`config.mk`:
```
export PLATFORM = sky130hd
export DESIGN_NAME = mem_port_arbiter_flat
export DESIGN_NICKNAME = d
export VERILOG_FILES = /design/src/rtl/mem_port_arbiter_if.sv /design/src/rtl/mem_port_arbiter.sv /design/src/flat_wrapper.sv
export SDC_FILE = /design/constraint.sdc
export NUM_CORES = 2
export LEC_CHECK = 0
export ABC_AREA = 1
export CORE_AREA = 2 2 560 562
export CTS_CLUSTER_DIAMETER = 150
export DETAILED_ROUTE_END_ITERATION = 10
export DIE_AREA = 0 0 562 564
export PLACE_DENSITY = 0.3
export SLEW_MARGIN = 20
export SYNTH_ARGS = -nofsm -noshare
export SYNTH_HDL_FRONTEND = slang
export SYNTH_SLANG_ARGS = --single-unit
```
`constraint.sdc`:
```
create_clock -name CLK -period 2.5 [get_ports CLK]
set_input_delay 0.375 -clock CLK [delete_from_list [all_inputs] [get_ports CLK]]
set_output_delay 0.375 -clock CLK [all_outputs]
set_load 0.01 [all_outputs]
```
`src/rtl/mem_port_arbiter_if.sv`:
```
// Main-memory block port shared by the I-cache and D-cache refill/writeback paths.
interface mem_port_arbiter_if #(
  parameter int BLOCK_W = 256,
  parameter int ADDR_W  = 32
);
  logic               mem_req;
  logic               mem_we;
  logic [ADDR_W-1:0]  mem_addr;
  logic [BLOCK_W-1:0] mem_wdata;
  logic [BLOCK_W-1:0] mem_rdata;
  logic               mem_ack;

  modport master (
    output mem_req, mem_we, mem_addr, mem_wdata,
    input  mem_rdata, mem_ack
  );

  modport slave (
    input  mem_req, mem_we, mem_addr, mem_wdata,
    output mem_rdata, mem_ack
  );
endinterface

```
`src/rtl/mem_port_arbiter.sv`:
```
// Round-robin arbiter sharing one block memory port between I-cache refills and
// D-cache writeback/refills, with a per-request timeout and a pipeline freeze.
module mem_port_arbiter #(
  parameter int BLOCK_W     = 256,
  parameter int ADDR_W      = 32,
  parameter int TIMEOUT_CYC = 1024
) (
  input  logic               CLK,
  input  logic               RESET,
  input  logic               i_req,
  input  logic [ADDR_W-1:0]  i_addr,
  output logic               i_done,
  output logic [BLOCK_W-1:0] i_rdata,
  input  logic               d_rd_req,
  input  logic               d_wr_req,
  input  logic [ADDR_W-1:0]  d_rd_addr,
  input  logic [ADDR_W-1:0]  d_wr_addr,
  input  logic [BLOCK_W-1:0] d_wdata,
  output logic               d_done,
  output logic [BLOCK_W-1:0] d_rdata,
  output logic               FREEZE,
  output logic               mem_err,
  mem_port_arbiter_if.master mem
);

  localparam logic [2:0] IDLE = 3'd0;
  localparam logic [2:0] I_RD = 3'd1;
  localparam logic [2:0] D_WB = 3'd2;
  localparam logic [2:0] D_RD = 3'd3;
  localparam logic [2:0] RESP = 3'd4;

  localparam logic GNT_I = 1'b0;
  localparam logic GNT_D = 1'b1;

  localparam int              TW        = $clog2(TIMEOUT_CYC);
  localparam logic [TW-1:0]   TLIM      = TW'(TIMEOUT_CYC - 1);
  localparam logic [ADDR_W-1:0] BLK_MASK = ~ADDR_W'(32'h1F);

  logic [2:0]    state;
  logic          last_gnt;
  logic [TW-1:0] timer;
  logic          d_pend;

  assign d_pend = d_rd_req | d_wr_req;
  assign FREEZE = (state != IDLE) | i_req | d_pend;

  // In a request state a cleared mem_req marks the one-cycle gap between a
  // dirty-miss writeback and its refill; the refill request is raised after it.
  always_ff @(posedge CLK) begin
    if (!RESET) begin
      state         <= IDLE;
      last_gnt      <= GNT_D;
      timer         <= '0;
      mem.mem_req   <= 1'b0;
      mem.mem_we    <= 1'b0;
      mem.mem_addr  <= '0;
      mem.mem_wdata <= '0;
      i_done        <= 1'b0;
      d_done        <= 1'b0;
      i_rdata       <= '0;
      d_rdata       <= '0;
      mem_err       <= 1'b0;
    end else begin
      i_done <= 1'b0;
      d_done <= 1'b0;
      case (state)
        IDLE: begin
          if (i_req && (!d_pend || last_gnt == GNT_D)) begin
            state        <= I_RD;
            last_gnt     <= GNT_I;
            timer        <= '0;
            mem.mem_req  <= 1'b1;
            mem.mem_we   <= 1'b0;
            mem.mem_addr <= i_addr & BLK_MASK;
          end else if (d_pend) begin
            last_gnt    <= GNT_D;
            timer       <= '0;
            mem.mem_req <= 1'b1;
            if (d_wr_req) begin
              state         <= D_WB;
              mem.mem_we    <= 1'b1;
              mem.mem_addr  <= d_wr_addr & BLK_MASK;
              mem.mem_wdata <= d_wdata;
            end else begin
              state        <= D_RD;
              mem.mem_we   <= 1'b0;
              mem.mem_addr <= d_rd_addr & BLK_MASK;
            end
          end
        end
        I_RD, D_WB, D_RD: begin
          if (!mem.mem_req) begin
            mem.mem_req <= 1'b1;
            timer       <= '0;
          end else if (mem.mem_ack) begin
            mem.mem_req <= 1'b0;
            timer       <= '0;
            if (state == I_RD) begin
              i_rdata <= mem.mem_rdata;
              i_done  <= 1'b1;
              state   <= RESP;
            end else if (state == D_RD) begin
              d_rdata <= mem.mem_rdata;
              d_done  <= 1'b1;
              state   <= RESP;
            end else if (d_rd_req) begin
              state        <= D_RD;
              mem.mem_we   <= 1'b0;
              mem.mem_addr <= d_rd_addr & BLK_MASK;
            end else begin
              d_done <= 1'b1;
              state  <= RESP;
            end
          end else if (timer == TLIM) begin
            mem.mem_req <= 1'b0;
            timer       <= '0;
            mem_err     <= 1'b1;
            state       <= RESP;
            if (state == I_RD) begin
              i_rdata <= '0;
              i_done  <= 1'b1;
            end else begin
              d_rdata <= '0;
              d_done  <= 1'b1;
            end
          end else begin
            timer <= timer + 1'b1;
          end
        end
        RESP:    state <= IDLE;
        default: state <= IDLE;
      endcase
    end
  end

endmodule
```
`src/flat_wrapper.sv`:
```
// flat-port wrapper written by rule: the top's interface ports become plain ports
module mem_port_arbiter_flat 
#(
  parameter int BLOCK_W     = 256,
  parameter int ADDR_W      = 32,
  parameter int TIMEOUT_CYC = 1024
)
  (CLK, RESET, i_req, i_addr, i_done, i_rdata, d_rd_req, d_wr_req, d_rd_addr, d_wr_addr, d_wdata, d_done, d_rdata, FREEZE, mem_err, mem_mem_req, mem_mem_we, mem_mem_addr, mem_mem_wdata, mem_mem_rdata, mem_mem_ack);
  mem_port_arbiter_if #(.BLOCK_W(BLOCK_W), .ADDR_W(ADDR_W)) mem_i ();
  input  logic CLK;
  input  logic RESET;
  input  logic i_req;
  input  logic [ADDR_W-1:0] i_addr;
  output logic i_done;
  output logic [BLOCK_W-1:0] i_rdata;
  input  logic d_rd_req;
  input  logic d_wr_req;
  input  logic [ADDR_W-1:0] d_rd_addr;
  input  logic [ADDR_W-1:0] d_wr_addr;
  input  logic [BLOCK_W-1:0] d_wdata;
  output logic d_done;
  output logic [BLOCK_W-1:0] d_rdata;
  output logic FREEZE;
  output logic mem_err;
  output wire logic [$bits(mem_i.mem_req)-1:0] mem_mem_req;
  output wire logic [$bits(mem_i.mem_we)-1:0] mem_mem_we;
  output wire logic [$bits(mem_i.mem_addr)-1:0] mem_mem_addr;
  output wire logic [$bits(mem_i.mem_wdata)-1:0] mem_mem_wdata;
  input wire logic [$bits(mem_i.mem_rdata)-1:0] mem_mem_rdata;
  input wire logic [$bits(mem_i.mem_ack)-1:0] mem_mem_ack;
  assign mem_mem_req = mem_i.mem_req;
  assign mem_mem_we = mem_i.mem_we;
  assign mem_mem_addr = mem_i.mem_addr;
  assign mem_mem_wdata = mem_i.mem_wdata;
  assign mem_i.mem_rdata = mem_mem_rdata;
  assign mem_i.mem_ack = mem_mem_ack;
  mem_port_arbiter #(.BLOCK_W(BLOCK_W), .ADDR_W(ADDR_W), .TIMEOUT_CYC(TIMEOUT_CYC)) u_core (.CLK(CLK), .RESET(RESET), .i_req(i_req), .i_addr(i_addr), .i_done(i_done), .i_rdata(i_rdata), .d_rd_req(d_rd_req), .d_wr_req(d_wr_req), .d_rd_addr(d_rd_addr), .d_wr_addr(d_wr_addr), .d_wdata(d_wdata), .d_done(d_done), .d_rdata(d_rdata), .FREEZE(FREEZE), .mem_err(mem_err), .mem(mem_i));
endmodule
```
# Word-level counts from Yosys, hierarchy flattened
# Index checks and enable logic that the tools add are counted.
[word_totals] output_inout_bits=806 word_cells=108 register_bits=819
[classes] bitwise_logic=6 n_reduce_logical=18 n_eq_ne=12 n_addsub=1 muxes=59
[op_table] operator="two-way mux 256 bit" count=9
[op_table] operator="two-way mux 32 bit" count=8
[op_table] operator="case mux 32 bit (2 select lines)" count=1
[op_table] operator="two-way mux 10 bit" count=5
[op_table] operator="two-way mux 1 bit" count=24
[op_table] operator="two-way mux 3 bit" count=8
[op_table] operator="case mux 10 bit (2 select lines)" count=1
[op_table] operator="AND reduction 4 bit" count=3
[op_table] operator="adder 10 x 1 -> 10 bit, second input constant" count=1
[op_table] operator="== test 10 bit, second input constant" count=1
[op_table] operator="inequality test 2 bit, second input constant" count=4
[op_table] operator="AND reduction 7 bit" count=1
[op_table] operator="== test 3 x 2 -> 1 bit, second input constant" count=2
[op_table] operator="case mux 3 bit (2 select lines)" count=1
[op_table] operator="AND reduction 3 bit" count=2
[op_table] operator="nonzero test 2 bit" count=3
[op_table] operator="AND reduction 5 bit" count=1
[op_table] operator="inequality test 2 x 1 -> 1 bit, second input constant" count=2
[op_table] operator="case mux 1 bit (2 select lines)" count=2
[op_table] operator="AND reduction 2 bit" count=2
[op_table] operator="== test 3 x 1 -> 1 bit, second input constant" count=1
[op_table] operator="logical NOT 3 bit" count=1
[op_table] operator="inequality test 3 x 1 -> 1 bit, second input constant" count=1
[op_table] operator="inequality test 3 x 2 -> 1 bit, second input constant" count=1
[op_table] operator="7 further kinds" count=11

# Logic depth before layout (Yosys ltp)
[logic_depth] ltp_word=6 depth_mapped=11 mapped_depth_nobuf=9

# Least setup slack after synthesis
# No wires, ideal clock.
[synth_path] kind="register -> register" startpoint="register u_core.timer[0]" endpoint="register u_core.i_rdata[0]" period_less_slack_ps=1737 setup_ps=113 slack_ps=763 stages_incl_launch_ff=12 t_arrival_ps=1624 n_path_buf=3 required_ps=2387 path_cell_list="dfxtp_1 ha_1 nand2_1 nor2_2 nand2_2 nand2_4 nand3_2 buf_2 buf_6 buf_2 nor2_1 nor2_1"
[synth_via] elab_chain_len=3
[synth_rtl] element="start: declaration" line="mem_port_arbiter.sv:41" source="logic [TW-1:0] timer;"
[synth_rtl] element="start signal: assignment" line="mem_port_arbiter.sv:127" source="timer <= timer + 1'b1;"
[synth_rtl] element="== test 10 bit" line="mem_port_arbiter.sv:114" source="end else if (timer == TLIM) begin"
[synth_rtl] element="nonzero test 2 bit (no source line)"
[synth_rtl] element="AND reduction 4 bit (no source line)"
[synth_rtl] element="end signal: assignment" line="mem_port_arbiter.sv:99" source="i_rdata <= mem.mem_rdata;"
[synth_rtl] element="end: declaration" line="mem_port_arbiter.sv:13" source="output logic [BLOCK_W-1:0] i_rdata,"
# No other way between the ends.
# A chain may end at the register's enable or synchronous reset.

# Worst setup path after layout
[layout_path] startpoint="register u_core.mem.mem_wdata[69]" endpoint="output mem_mem_wdata[69]"
[layout_rtl] element="start: declaration" line="mem_port_arbiter_if.sv:14" source="output mem_req, mem_we, mem_addr, mem_wdata,"
[layout_rtl] element="start signal: assignment" line="mem_port_arbiter.sv:83" source="mem.mem_wdata <= d_wdata;"
[layout_rtl] element="end: declaration" line="flat_wrapper.sv:28" source="output wire logic [$bits(mem_i.mem_wdata)-1:0] mem_mem_wdata;"
# No word-level cell between the ends.

==> results.yml <==
status:
  status: "finished clean"
global_route:
  gr-usage-all-layers: 0.153
  grtUsageMet2: 0.257
  first_global_vias: 37000
  grt_pass1_wl_um: 333000
  antenna_found_initial: 120
  grtUsageMet1: 0.166
  grt_overflow: 0
  gr-max-usage-layer: "met2"
  grt_max_degree: 123
  use_met3: 0.0842
clock_network:
  cts_sinks: 814
  cts_buffers: 123
  worstSkewPairLatency_ns: 0.84
  cts-root-buf: "clkbuf_16"
  path_clk_slew_ns: 0.06
  tritoncts: "done"
  htree_levels: 3
  cts_buffer_depth: 4
hold_path:
  hp-class: "in2reg"
  hold-path-cell-count: 3
  min_from: "d_wdata[154]"
  min_to: "u_core.mem.mem_wdata[154]"
cells_and_area:
  area_growth_pct: 65.6
  finish.instance_area_um2: 59500
  layout.nets: 7536
  drive_above_1_share: 0.0576
  final.fill_count: 35400
  utilization: 0.191
sta:
  maxSlewViolCount: 0
  rsz0062_at_grt: "false"
  fin_crit_sh: 0.968
  worst_slack_ns: 0.0804
  finalHoldViolations: 0
  period_needed_ns: 2.42
  finalSetupViolCount: 0
  final.setup_skew_ns: 0.0828
  slew_headroom: 0.547
  fmax_mhz: 413
  finalSetupTns_ns: 0
  tightest_slew_ns: 0.680
logic_synthesis:
  synth_xor_area_frac: 0.000244
  syn_area_um2: 36000
  muxShareOfSynthArea: 0
  yosysWarnings: 0
  synth.most_common_cell: "nand2_1"
  syn_avg_cell_area_um2: 6.41
  synth_edf_count: 0
  synth.area.top_cells: "dfxtp_1 (45%), nand2_1 (15%), inv_1 (12%), nor2_1 (9.4%), a21oi_1 (3.7%)"
  yosysUniqueCellTypes: 31
  synth_top_family_by_area: "simple AND/OR/NAND/NOR gates"
  synthSimpleGateAreaFrac: 0.298
  synth_commonest_cells: "nand2_1 (1484), inv_1 (1157), nor2_1 (900)"
  synth-compound-area-share: 0.0802
  synthArstFlopShare: 0
  ys.flop_type: "dfxtp_1"
  synth-adder-area-share: 0.000348
  synth_top_area_frac: 0.453
  yosysSeqAreaShare: 0.453
  yosys.area.top_type: "dfxtp_1"
  netlist_instances: 5605
  synth_seq_cells: 814
power:
  power_frac_clock: 0.338
  p_sw_uw: 18900
  ir_drop_mv: 0.651
  p_int_uw: 33100
  power.leakage_uw: 0.0267
  combinationalPowerShare: 0.342
  p_sw_frac: 0.363
  power.density_nw_per_um2: 872
  pwr-share-seq: 0.320
  design_power_total_uw: 51900
floorplanning:
  die_w_um: 562
  initial_utilization: 0.116
  core-area_um2: 311000
  die_area_um2: 317000
  ios: 1420
  dieHeight_um: 564
  rows: 205
critical_path:
  start_kind: "register"
  crit_path_cell_trace: "clkdlybuf4s50_1"
  cp.buffers_inverters: 1
  critPathKind: "reg2out"
  worstPathMaxFanout: 2
  regToRegEndpoint: "u_core.d_rdata[122]"
  cp_data_required_time_ns: 2.12
  endpoint_kind: "output pin"
  slowest_stage: "clkdlybuf4s50_1"
  worstSetupPathDepth: 1
  max_stage_delay_ns: 0.62
  regToRegStartpoint: "u_core.timer[0]"
  crit_family: "buffers and inverters"
  regToRegSetupSlack_ns: 0.23
  reg2reg_depth: 10
  arrival_ns: 2.04
placement:
  gp_congestion: 0.891
  pre_cts_ws_ns: 0.0258
  port_buffers: 1399
  dp_hpwl_um: 202000
  placed_area_um2: 55400
detailed_routing:
  num_vias: 38400
  ant_nets: 0
  vias_per_cell: 3.44
  dr.first_iter.drc_count: 1912
  drt_drc_violations_left: 0
  drt-total-wl_um: 253000
  wl_per_cell_um: 22.6
  first_pass_iters: 5
run:
  drv_cap: 0
[registers in the layout, indices dropped and copies added, names as in the netlist]
name and cells:
u_core.i_done 1, u_core.d_rdata 256, u_core.state 3, u_core.mem_err 1
u_core.i_rdata 256, u_core.mem.mem_we 1, u_core.mem.mem_wdata 256, u_core.timer 10
u_core.last_gnt 1, u_core.mem.mem_addr 27, u_core.d_done 1, u_core.mem.mem_req 1
[repair_timing]
item | in CTS | in global routing
setup buffers | 0 | 0
endpoints found under the hold margin | 11 | 0
hold buffers | 2 | 0
endpoints found under the setup margin | 27 | 8
gates resized for setup | 32 | 2
[per-stage QoR]
step                      instances  hold slack [ns]
after floorplan                5609            0.435
after global placement        10900            0.432
after detailed placement      10900            0.436
after CTS                     11200           0.0391
after global routing          11200           0.0846
final                         11200            0.127
[cell families (layout without fill, tap and decap cells)]
family | count (synthesis) | count (layout)
fa+ha+maj | 1 | 1
simple gates | 2665 | 2665
buf+inv | 1562 | 2968
other cells | 1 | 38
compound gates | 561 | 561
xor+xnor | 1 | 1
flops | 814 | 814
[power groups by stage]
stage	clock network [uW]	registers (uW)	logic (uW)
2_1_floorplan	0	17500	6370
3_3_place_gp	0	16800	18200
5_1_grt	18700	16900	19400
6_report	17500	16600	17800
4_1_cts	18400	16600	18300
3_5_place_dp	0	16900	18200
[layout by cell type, fill, tap and decap left out, drive strengths merged, types with 23 or more instances in the layout]
cell / count
a21boi: 27
a21oi: 267
buf: 152
clkbuf: 183
clkdlybuf4s50: 1377
clkinv: 23
dfxtp: 814
diode: 33
inv: 1205
nand2: 1486
nand3: 40
nand3b: 27
nand4: 206
nor2: 902
o21ai: 265
[worst max-delay path by stage]
stage,slack [ns],startpoint,endpoint
after floorplan,0.76,u_core.timer[0],u_core.i_rdata[0]
after CTS,0.0005,u_core.mem.mem_wdata[73],mem_mem_wdata[73]
after global placement,0.04,d_wr_req,u_core.mem.mem_wdata[118]
after global routing,0.01,u_core.mem.mem_wdata[70],mem_mem_wdata[70]
after detailed placement,0.03,d_wr_req,u_core.mem.mem_wdata[167]
final,0.08,u_core.mem.mem_wdata[69],mem_mem_wdata[69]
[layout make-up]
class / count / area (um^2) / share of cell area
well taps: 4140 / 5180 / 0.0870
inverters: 1201 / 4510 / 0.0757
clock buffers: 183 / 3570 / 0.0599
repair buffers: 1548 / 15800 / 0.265
clock inverters: 36 / 404 / 0.00679
multi-input cells: 3233 / 13700 / 0.230
diodes: 33 / 82.6 / 0.00139
flip-flops and latches: 814 / 16300 / 0.274
[per-layer routing]
| layer | up-vias | share of wire |
|---|---|---|
| met5 | - | 0.0030 |
| met4 | 118 | 0.025 |
| met3 | 380 | 0.12 |
| met2 | 1223 | 0.47 |
| met1 | 17500 | 0.38 |
| li1 | 19200 | - |
(Power assumes the default switching activity.)
